--- config.mk ---
export PLATFORM = sky130hd
export DESIGN_NAME = counter_ctrl
export DESIGN_NICKNAME = d
export VERILOG_FILES = /design/src/rtl/counter_ctrl.sv
export SDC_FILE = /design/constraint.sdc
export NUM_CORES = 1
export LEC_CHECK = 0
export ABC_CLOCK_PERIOD_IN_PS = 6420
export BUFFER_PORTS_ARGS = -buffer_cell sky130_fd_sc_hd__buf_4
export CAP_MARGIN = 10
export CORE_MARGIN = 5
export CORE_UTILIZATION = 55
export DETAILED_ROUTE_END_ITERATION = 7
export PLACE_DENSITY_LB_ADDON = 0.3
export SYNTH_ARGS = -nofsm -noshare
export SYNTH_HDL_FRONTEND = slang
export SYNTH_SLANG_ARGS = --single-unit
--- constraint.sdc ---
create_clock -name clk -period 6.42 [get_ports clk]
set_input_delay 0.642 -clock clk [delete_from_list [all_inputs] [get_ports clk]]
set_output_delay 0.642 -clock clk [all_outputs]
set_load 0.01 [all_outputs]
--- src/rtl/counter_ctrl.sv ---
// rtl/counter_ctrl.sv - start/stop/clear sequencer that turns a free-running counter into a timer
// Optional match-event counter enabled by defining CNT_CTRL_MATCH_CNT_EN.
module counter_ctrl #(
  parameter int WIDTH       = 32,
  parameter int MATCH_CNT_W = 8
) (
  input  logic                   clk,
  input  logic                   n_reset,
  input  logic                   cmd_start,
  input  logic                   cmd_stop,
  input  logic                   cmd_clear,
  input  logic                   cfg_periodic,
  input  logic [WIDTH-1:0]       cfg_limit,
  input  logic [WIDTH-1:0]       cnt_val,
  output logic                   cnt_en,
  output logic                   cnt_clr,
  output logic                   match,
  output logic                   done,
  output logic                   busy,
  output logic [MATCH_CNT_W-1:0] match_cnt
);

  typedef enum logic [2:0] {IDLE, CLEAR, RUN, PAUSE, DONE} state_t;

  state_t           state_q, state_d;
  logic [WIDTH-1:0] limit_q, limit_d;
  logic             periodic_q, periodic_d;
  logic             clr_q, clr_d;
  logic             hit_q, hit_d;
  logic             cnt_en_q, cnt_en_d;
  logic             done_q, done_d;
  logic             busy_q, busy_d;
  logic             latch_cfg;
  logic [WIDTH-1:0] pred_val;

  assign match   = (state_q == RUN) && hit_q;
  assign cnt_clr = clr_q || (state_q == CLEAR) || (match && periodic_q);
  assign cnt_en  = cnt_en_q;
  assign done    = done_q;
  assign busy    = busy_q;

  always_comb begin
    state_d   = state_q;
    clr_d     = 1'b0;
    latch_cfg = 1'b0;
    if (cmd_clear) begin
      state_d = IDLE;
      clr_d   = 1'b1;
    end else begin
      case (state_q)
        IDLE: begin
          if (cmd_start) begin
            state_d   = CLEAR;
            latch_cfg = 1'b1;
          end
        end
        CLEAR: state_d = RUN;
        RUN: begin
          if (hit_q && !periodic_q) begin
            state_d = DONE;
          end else if (cmd_stop) begin
            state_d = PAUSE;
          end
        end
        PAUSE: begin
          if (cmd_start) begin
            state_d = RUN;
          end
        end
        DONE: begin
          if (cmd_start) begin
            state_d   = CLEAR;
            latch_cfg = 1'b1;
          end
        end
        default: state_d = IDLE;
      endcase
    end

    limit_d    = latch_cfg ? cfg_limit : limit_q;
    periodic_d = latch_cfg ? cfg_periodic : periodic_q;

    // The compare is registered, so predict the counter's next value from
    // the enable/clear we are driving this cycle and compare that instead.
    if (cnt_clr) begin
      pred_val = '0;
    end else if (cnt_en_q) begin
      pred_val = cnt_val + WIDTH'(1);
    end else begin
      pred_val = cnt_val;
    end
    hit_d = (pred_val == limit_d);

    cnt_en_d = (state_d == RUN) && !(hit_d && !periodic_d);
    done_d   = (state_d == DONE);
    busy_d   = (state_d == CLEAR) || (state_d == RUN);
  end

  always_ff @(posedge clk or negedge n_reset) begin
    if (!n_reset) begin
      state_q    <= IDLE;
      limit_q    <= '0;
      periodic_q <= 1'b0;
      clr_q      <= 1'b1;
      hit_q      <= 1'b0;
      cnt_en_q   <= 1'b0;
      done_q     <= 1'b0;
      busy_q     <= 1'b0;
    end else begin
      state_q    <= state_d;
      limit_q    <= limit_d;
      periodic_q <= periodic_d;
      clr_q      <= clr_d;
      hit_q      <= hit_d;
      cnt_en_q   <= cnt_en_d;
      done_q     <= done_d;
      busy_q     <= busy_d;
    end
  end

`ifdef CNT_CTRL_MATCH_CNT_EN
  logic [MATCH_CNT_W-1:0] match_cnt_q, match_cnt_d;

  always_comb begin
    match_cnt_d = match_cnt_q;
    if (cmd_clear) begin
      match_cnt_d = '0;
    end else if (match) begin
      match_cnt_d = match_cnt_q + MATCH_CNT_W'(1);
    end
  end

  always_ff @(posedge clk or negedge n_reset) begin
    if (!n_reset) begin
      match_cnt_q <= '0;
    end else begin
      match_cnt_q <= match_cnt_d;
    end
  end

  assign match_cnt = match_cnt_q;
`else
  assign match_cnt = '0;
`endif

endmodule

==> results of run 1 <==
cell usage in the layout (no fill, tap or decap), types with 4 or more instances in the layout:
| master | instances |
|---|---|
| o21ai_0 | 7 |
| a31oi_1 | 5 |
| a21oi_1 | 10 |
| or3_1 | 6 |
| or4_1 | 8 |
| clkbuf_8 | 5 |
| conb_1 | 8 |
| nor2_1 | 12 |
| mux2_2 | 26 |
| nand2b_1 | 5 |
| nand3_1 | 13 |
| nor4_1 | 12 |
| buf_4 | 77 |
| dfrtp_1 | 40 |
| nand4_1 | 11 |
| xor2_1 | 8 |
| inv_1 | 15 |
| nand2_1 | 21 |
| mux2i_1 | 9 |
| xnor2_1 | 18 |
| nor3_1 | 15 |
| o22ai_1 | 4 |
sequential cells by signal, summed over array words and instances (netlist names):
name and count:
periodic_q 1, done 1, hit_q 1, busy 1, cnt_en 1, limit_q 32, state_q 3, clr_q 1
final timing paths:
kind	from	end	slack, ps	depth (start not counted)
max	state_q[0]$_DFF_PN0_	hit_q$_DFF_PN0_	3090	10
min	n_reset	limit_q[3]$_DFF_PN0_	310	1
max reg2reg	state_q[0]$_DFF_PN0_	hit_q$_DFF_PN0_	3090	10
min reg2reg	limit_q[29]$_DFF_PN0_	limit_q[29]$_DFF_PN0_	530	1
max in group asynchronous	n_reset	clr_q$_DFF_PN1_	5730	1
min in group clk	cmd_clear	clr_q$_DFF_PN1_	500	1
report_power, final:
part | switching, mW | internal [mW] | leakage, nW
Sequential | 0.0187 | 0.308 | 0.494
Clock | 0.0904 | 0.115 | 0.0552
Combinational | 0.143 | 0.135 | 1.03
Total | 0.252 | 0.559 | 1.58
area by class of cell:
cell class	count	area, sq um	share of cell area [%]
clock buffer	6	72.6	1.88
multi-input combinational	265	2000	51.8
tap	72	90.1	2.34
timing repair buffer	77	578	15.0
inverter	15	56.3	1.46
sequential	41	1030	26.6
clock inverter	2	35.0	0.908
stage by stage:
step / power (mW) / hold WS (ps)
detailed placement: 0.608 / 505
global placement: 0.596 / 500
finish: 0.811 / 313
CTS: 0.814 / 337
floorplan: 0.512 / 346
global route: 0.861 / 362
cells by family (layout without fill, tap and decap cells):
| family | after synthesis | in the layout | share of synthesized area, % |
|---|---|---|---|
| xor gates and xnor gates | 29 | 29 | 9.26 |
| AOI/OAI and AO/OA | 69 | 69 | 16.4 |
| DFF | 41 | 41 | 32.2 |
| and+or+nand+nor | 123 | 123 | 23.3 |
| adders and majority gates | 1 | 1 | 0.392 |
| muxes | 35 | 35 | 12.0 |
| buffers and inverters | 38 | 100 | 6.36 |
| other | 1 | 8 | 0.118 |
layer usage:
metal	wire length [um]	track usage, %	share of wire, %	vias up
met1	3470	31.2	42	1401
met4	93	6.33	1.1	0
li1	-	-	-	1421
met3	657	4.13	8.0	10
met5	0	0	0	-
met2	4020	38.5	49	120
worst register-to-register path, stage by stage, from the launching register on:
cell	delay, ps
dfrtp_1	480
nor4bb_1	490
a211oi_2	150
buf_4	230
inv_1	590
o21ai_0	210
a222oi_1	240
nand2_1	100
nor4_1	310
and4_1	270
o2111a_1	200
==> summary.txt, run 1 <==
Run status
  – Outcome: complete, no violations

Synthesis
  – Synth async-reset ratio: 100%
  – Synth cell count leaders: dfrtp_1, mux2_2, nand2_1
  – Yosys top cell by area: dfrtp_1
  – Seq/Total Area, Yosys: roughly 32%
  – Cell count after synthesis: 337
  – Most numerous cell in the Yosys netlist: dfrtp_1
  – Synth unique cells: between 60 and 70
  – Yosys top cell area share: 31.4%
  – YS warnings: 0
  – Top_reg_cell synth: dfrtp_1
  – Largest cells by area after synthesis: dfrtp_1, mux2_2, xnor2_1, mux2i_1, nand2_1
  – EDFF count, synth: 0
  – Synthesized flop and latch total: ~40
  – Synthesized cell area: 0.00319 sq mm
  – Synthesized area per cell: around 9.5 sq um

Critical path
  – Setup crit start kind: flop
  – WP buf/inv: 2
  – CP Capture Type: flop
  – Slowest stage delay, CP: a little under 600 ps
  – CP max-delay cell: inv_1
  – Setup CP Type: flop to flop
  – Crit Path Max Fanout: 24
  – Arr. time, crit path: between 3000 and 4000 ps
  – Cell chain of the critical path: nor4bb_1 -> a211oi_2 -> buf_4 -> inv_1 -> o21ai_0 -> a222oi_1 -> nand2_1 -> nor4_1 -> and4_1 -> o2111a_1
  – Crit path max-delay family: simple AND/OR/NAND/NOR gates
  – CP Data Required Time: around 6700 ps

Clock network
  – CTS tree: yes
  – Post-CTS Setup Bufs: 0
  – CTS Buffer Depth: 2
  – Hold-fix buffers, CTS: 0
  – CTS sink cnt: 41
  – Num CTS Buffers: 5
  – Clock Latency Late Sink: about 300 ps
  – Number of H-tree levels: 2
  – CTS Root Buffer Type: clkbuf_8
  – Reg clk slew, reported paths: around 80 ps
  – Post-CTS Resized: 0

Die
  – Area of the core: 0.00557 sq mm
  – Die area: ~0.0074 sq mm
  – Rows: 27
  – Die width: 86.1 um
  – Die Y: 86.1 um
  – I/O Pins: a little over 80
  – Initial Util: a little under three fifths

Route
  – Drt via density: slightly above 6
  – Final antenna-violating net count: 0
  – Drt first pass iters: 4
  – DRT iter0 DRCs: about 190
  – Vias: just under 3000
  – Routed wire length: slightly above 8000 um
  – Drt drc: 0
  – Mean routed wirelength per cell: roughly 17 um

STA
  – Post-Route Setup TNS: 0 ps
  – Endpoints failing setup: 0
  – Clock Skews: ~6.6 ps
  – Tcrit/Tclk final: 51.8%
  – Slew of the pin with the lowest slew margin: 776 ps
  – Rel. slew slack: between 40% and 50%
  – Final Max Slew Viols: 0
  – Setup ws final: 3090 ps
  – Final min period: about 3300 ps
  – Final hold violation count: 0
  – Fmax: around 300 MHz
  – RSZ-0062 raised after global routing: no

Placed design
  – Area after DPL: around 0.0037 sq mm
  – Post-DP HPWL: 6450 um
  – Routability Congestion: between 0.9 and 1
  – Pre-CTS WS: 2960 ps
  – Placed insts: between 400 and 500
  – Port Buf Inserts: 74

Global route
  – Global Route Usage Sum: a little under a quarter
  – Vias in the first global route: roughly 3000
  – Global route total overflow: 0
  – Largest net degree at the start of global routing: 42
  – Initial antenna violation count: 0
  – Global-route wire length before repair: approximately 14000 um

Final layout
  – Final Non-Filler Cells: between 400 and 500
  – Final core occ: approximately 69%
  – Fillcell total: ~450
  – Fin nets: 476
  – Area grow syn2layout: 21.0%
  – Final instance area: roughly 0.0039 sq mm
  – Layout cells sized above 1: between 30% and 40%
  – Number of antenna diodes: 0

Hold path
  – Hold Path Class: input port to async pin

Power
  – VDD IR max: ~0.14 mV
  – Power per cell area: roughly 210 mW/mm^2
  – Lkg Pwr: 1.58 nW

Job
  – Total of max-cap violations: 0
Note: power is estimated with default switching activity, not from simulation.
==> inputs of run 2 (changes only) <==
Settings changed: ABC_AREA set to 1, ABC_CLOCK_PERIOD_IN_PS 6420 to 2900, CORE_UTILIZATION 55 to 50.
Clock period 6.42 ns to 2.9 ns, I/O delays scaled along.
==> summary.txt, run 2 <==
Run status
  – Outcome: complete, no violations

Critical path
  – Worst reg2reg path startpoint: state_q[0]$_DFF_PN0_
  – CP Data Required Time: 3100 ps (-3550 ps)
  – Crit Path Max Fanout: 28 (+17%)
  – Crit-path most repeated cell: nand2_1
  – Setup CP Type: flop to flop
  – Setup crit start kind: flop
  – WP buf/inv: 3 (+1)
  – Worst R2R End: cnt_en$_DFF_PN0_
  – Arr. time, crit path: 2740 ps (-820 ps)
  – Slowest stage delay, CP: 450 ps (-140 ps)
  – Crit path max-delay family: simple AND/OR/NAND/NOR gates
  – CP max-delay cell: dfrtp_1
  – FF-to-FF setup slack: 370 ps (-2730 ps)
  – R2R depth: 15 (+5)
  – CP Capture Type: flop
  – Cell chain of the critical path: nor2_2 -> nand3_2 -> buf_12 -> o21ai_1 -> inv_1 -> nand2_1 -> nand2_1 -> nor2_1 -> nand2_1 -> nor2_1 -> nand2_1 -> nor2_1 -> nand3_1 -> nand2_1 -> inv_1

Clock network
  – Post-CTS Setup Bufs: 0 (unchanged)
  – CTS Buffer Depth: 2 (unchanged)
  – Num CTS Buffers: 5 (unchanged)
  – CTS sink cnt: 41 (unchanged)
  – Number of H-tree levels: 2 (unchanged)
  – CTS Root Buffer Type: clkbuf_8
  – Reg clk slew, reported paths: 80 ps (about the same)
  – CTS tree: yes
  – Clock Latency Late Sink: 300 ps (about the same)

Final layout
  – Area grow syn2layout: 20.9% (about the same)
  – Fin nets: 724 (+52%)
  – Layout cells sized above 1: 17.0% (-14 points)
  – Fillcell total: 689 (+53%)
  – Final Non-Filler Cells: 750 (+57%)
  – Max reg flops: 32 (unchanged)
  – Most flops, register: limit_q
  – Regs by FF count: limit_q x32, state_q x3
  – Most common cell after layout, fill and taps aside: nand2_1
  – Final instance area: 0.00425 sq mm (+10%)
  – Number of antenna diodes: 0 (unchanged)
  – Most frequent cells in the layout: nand2_1, inv_1, buf_4

Placed design
  – Area after DPL: 0.00411 sq mm (+9.5%)
  – Post-DP HPWL: 7470 um (+16%)
  – Placed insts: 741 (+58%)
  – Port Buf Inserts: 74 (unchanged)
  – Pre-CTS WS: 295 ps (-2670 ps)
  – Routability Congestion: 0.883 (-4.6%)

Power
  – Power per cell area: 447 mW/mm^2 (+110%)
  – Final Power: 1.90 mW (+130%)
  – VDD IR max: 0.221 mV (+63%)
  – Lkg Pwr: 2.34 nW (+48%)

Synthesis
  – Most numerous cell in the Yosys netlist: nand2_1
  – Seq/Total Area, Yosys: 29.2% (-3.0 points)
  – EDFF count, synth: 0 (unchanged)
  – YS warnings: 0 (unchanged)
  – Top_reg_cell synth: dfrtp_1
  – Synthesized cell area: 0.00352 sq mm (+10%)
  – Synthesized area per cell: 6.03 sq um (-36%)
  – Synth async-reset ratio: 100% (unchanged)
  – Largest cells by area after synthesis: dfrtp_1, nand2_1, inv_1, nand3_1, nand4_1
  – Cell count after synthesis: 583 (+73%)
  – Yosys top cell area share: 28.5% (-2.9 points)
  – Synth unique cells: 36 (-48%)
  – Synthesized flop and latch total: 41 (unchanged)
  – Yosys top cell by area: dfrtp_1
  – Synth cell count leaders: nand2_1, inv_1, nand3_1

Route
  – Vias: 3709 (+26%)
  – Routed wire length: 9300 um (+13%)
  – DRT iter0 DRCs: 215 (+14%)
  – Mean routed wirelength per cell: 12.4 um (-28%)
  – Final antenna-violating net count: 0 (unchanged)
  – Drt first pass iters: 5 (+1)
  – Drt via density: 4.95 (-20%)
  – Drt drc: 0 (unchanged)

Hold path
  – Hold Path Class: input port to flop
  – Hold Path End: clr_q$_DFF_PN1_
  – Worst hold stages: 1
  – Hold path startpoint: cmd_clear

Global route
  – Largest net degree at the start of global routing: 57 (+36%)
  – Global route total overflow: 0 (unchanged)
  – Vias in the first global route: 3583 (+19%)
  – Initial antenna violation count: 0 (unchanged)
  – Global Route Usage Sum: 22.2% (-1.0 points)
  – Global-route wire length before repair: 15900 um (+13%)

STA
  – Clock Skews: 5.06 ps (-1.53 ps)
  – Post-Route Setup TNS: 0 ps (unchanged)
  – Rel. slew slack: 60.1% (+12 points)
  – Final min period: 2530 ps (-793 ps)
  – Slew of the pin with the lowest slew margin: 584 ps (-192 ps)
  – Final Max Slew Viols: 0 (unchanged)
  – Tcrit/Tclk final: 87.4% (+36 points)
  – Final hold violation count: 0 (unchanged)
  – Endpoints failing setup: 0 (unchanged)
  – Fmax: 395 MHz (+31%)
  – Setup ws final: 365 ps (-2730 ps)
  – RSZ-0062 raised after global routing: no

Job
  – Total of max-cap violations: 0 (unchanged)

Die
  – Die area: 0.00881 sq mm (+19%)
  – I/O Pins: 83 (unchanged)
  – Initial Util: 51.5% (-5.7 points)
  – Rows: 30 (+11%)
  – Die width: 93.9 um (+9.0%)
  – Die Y: 93.9 um (+9.0%)
  – Area of the core: 0.00683 sq mm (+23%)
## run 2: changes by cell type in the layout (fill, tap and decap cells not counted), sizes merged, moves of 9 or more
cell,before,now
nand2,21,192
inv,15,112
nand3,13,60
nor2,12,59
mux2,26,0
o21ai,9,35
nand4,13,32
xnor2,18,2
nor3,16,3
nor4,13,0
mux2i,9,0
or4,9,0
## run 2: report_power, final
part | internal (mW) | switching (mW) | leakage [nW]
combinational | 0.240 | 0.394 | 1.80
sequential | 0.676 | 0.0348 | 0.464
clock | 0.342 | 0.216 | 0.0681
total | 1.26 | 0.645 | 2.34
## run 2: final cells by class
| type | count | area (sq um) | area share [%] |
|---|---|---|---|
| clock buffers | 5 | 68.8 | 1.62 |
| flip-flops and latches | 41 | 1030 | 24.2 |
| repair buffers | 77 | 593 | 13.9 |
| clock inverters | 3 | 65.1 | 1.53 |
| well taps | 96 | 120 | 2.83 |
| inverters | 115 | 434 | 10.2 |
| multi-input cells | 413 | 1940 | 45.7 |
## run 2: through the flow
stage               utilization, %  hold WS, ps
detailed placement            60.1          321
global route                  62.2          112
finish                        62.2          120
global placement              60.1          314
floorplan                        -        -5.59
CTS                           62.2          112
## run 2: how the worst max path moves through the flow
| stage | start | end | slack (ps) | cells after the start |
|---|---|---|---|---|
| finish | state_q[0]$_DFF_PN0_ | cnt_en$_DFF_PN0_ | 370 | 15 |
| global route | state_q[0]$_DFF_PN0_ | cnt_en$_DFF_PN0_ | 150 | 15 |
| CTS | state_q[0]$_DFF_PN0_ | cnt_en$_DFF_PN0_ | 280 | 14 |
| detailed placement | state_q[0]$_DFF_PN0_ | cnt_en$_DFF_PN0_ | 290 | 14 |
| global placement | state_q[2]$_DFF_PN0_ | cnt_en$_DFF_PN0_ | 330 | 15 |
| floorplan | cnt_en$_DFF_PN0_ | cnt_en$_DFF_PN0_ | 1020 | 15 |
## run 2: cells by family after synthesis
logic type                 after synthesis  share of synthesized area (%)
adders and majority gates                1                          0.356
AOI/OAI and AO/OA                       48                           7.86
and+or+nand+nor                        351                           44.9
xor gates and xnor gates                 5                           1.25
other                                    1                          0.107
buffers and inverters                  136                           16.3
DFF                                     41                           29.2
## run 2: metal layers
metal / vias to the layer above / share of wire (%) / track usage, % / wire, um
met4: 0 / 1.2 / 5.54 / 111
met3: 10 / 6.5 / 3.45 / 601
met5: - / 0 / 0 / 0
li1: 1950 / - / - / -
met2: 101 / 47 / 38.1 / 4380
met1: 1648 / 45 / 29.2 / 4210
## run 2: timing repair
action	4_1_cts	5_1_grt
endpoints found under the hold margin	21	0
setup endpoints to repair	0	1
resized for setup	0	2
hold buffers	1	0
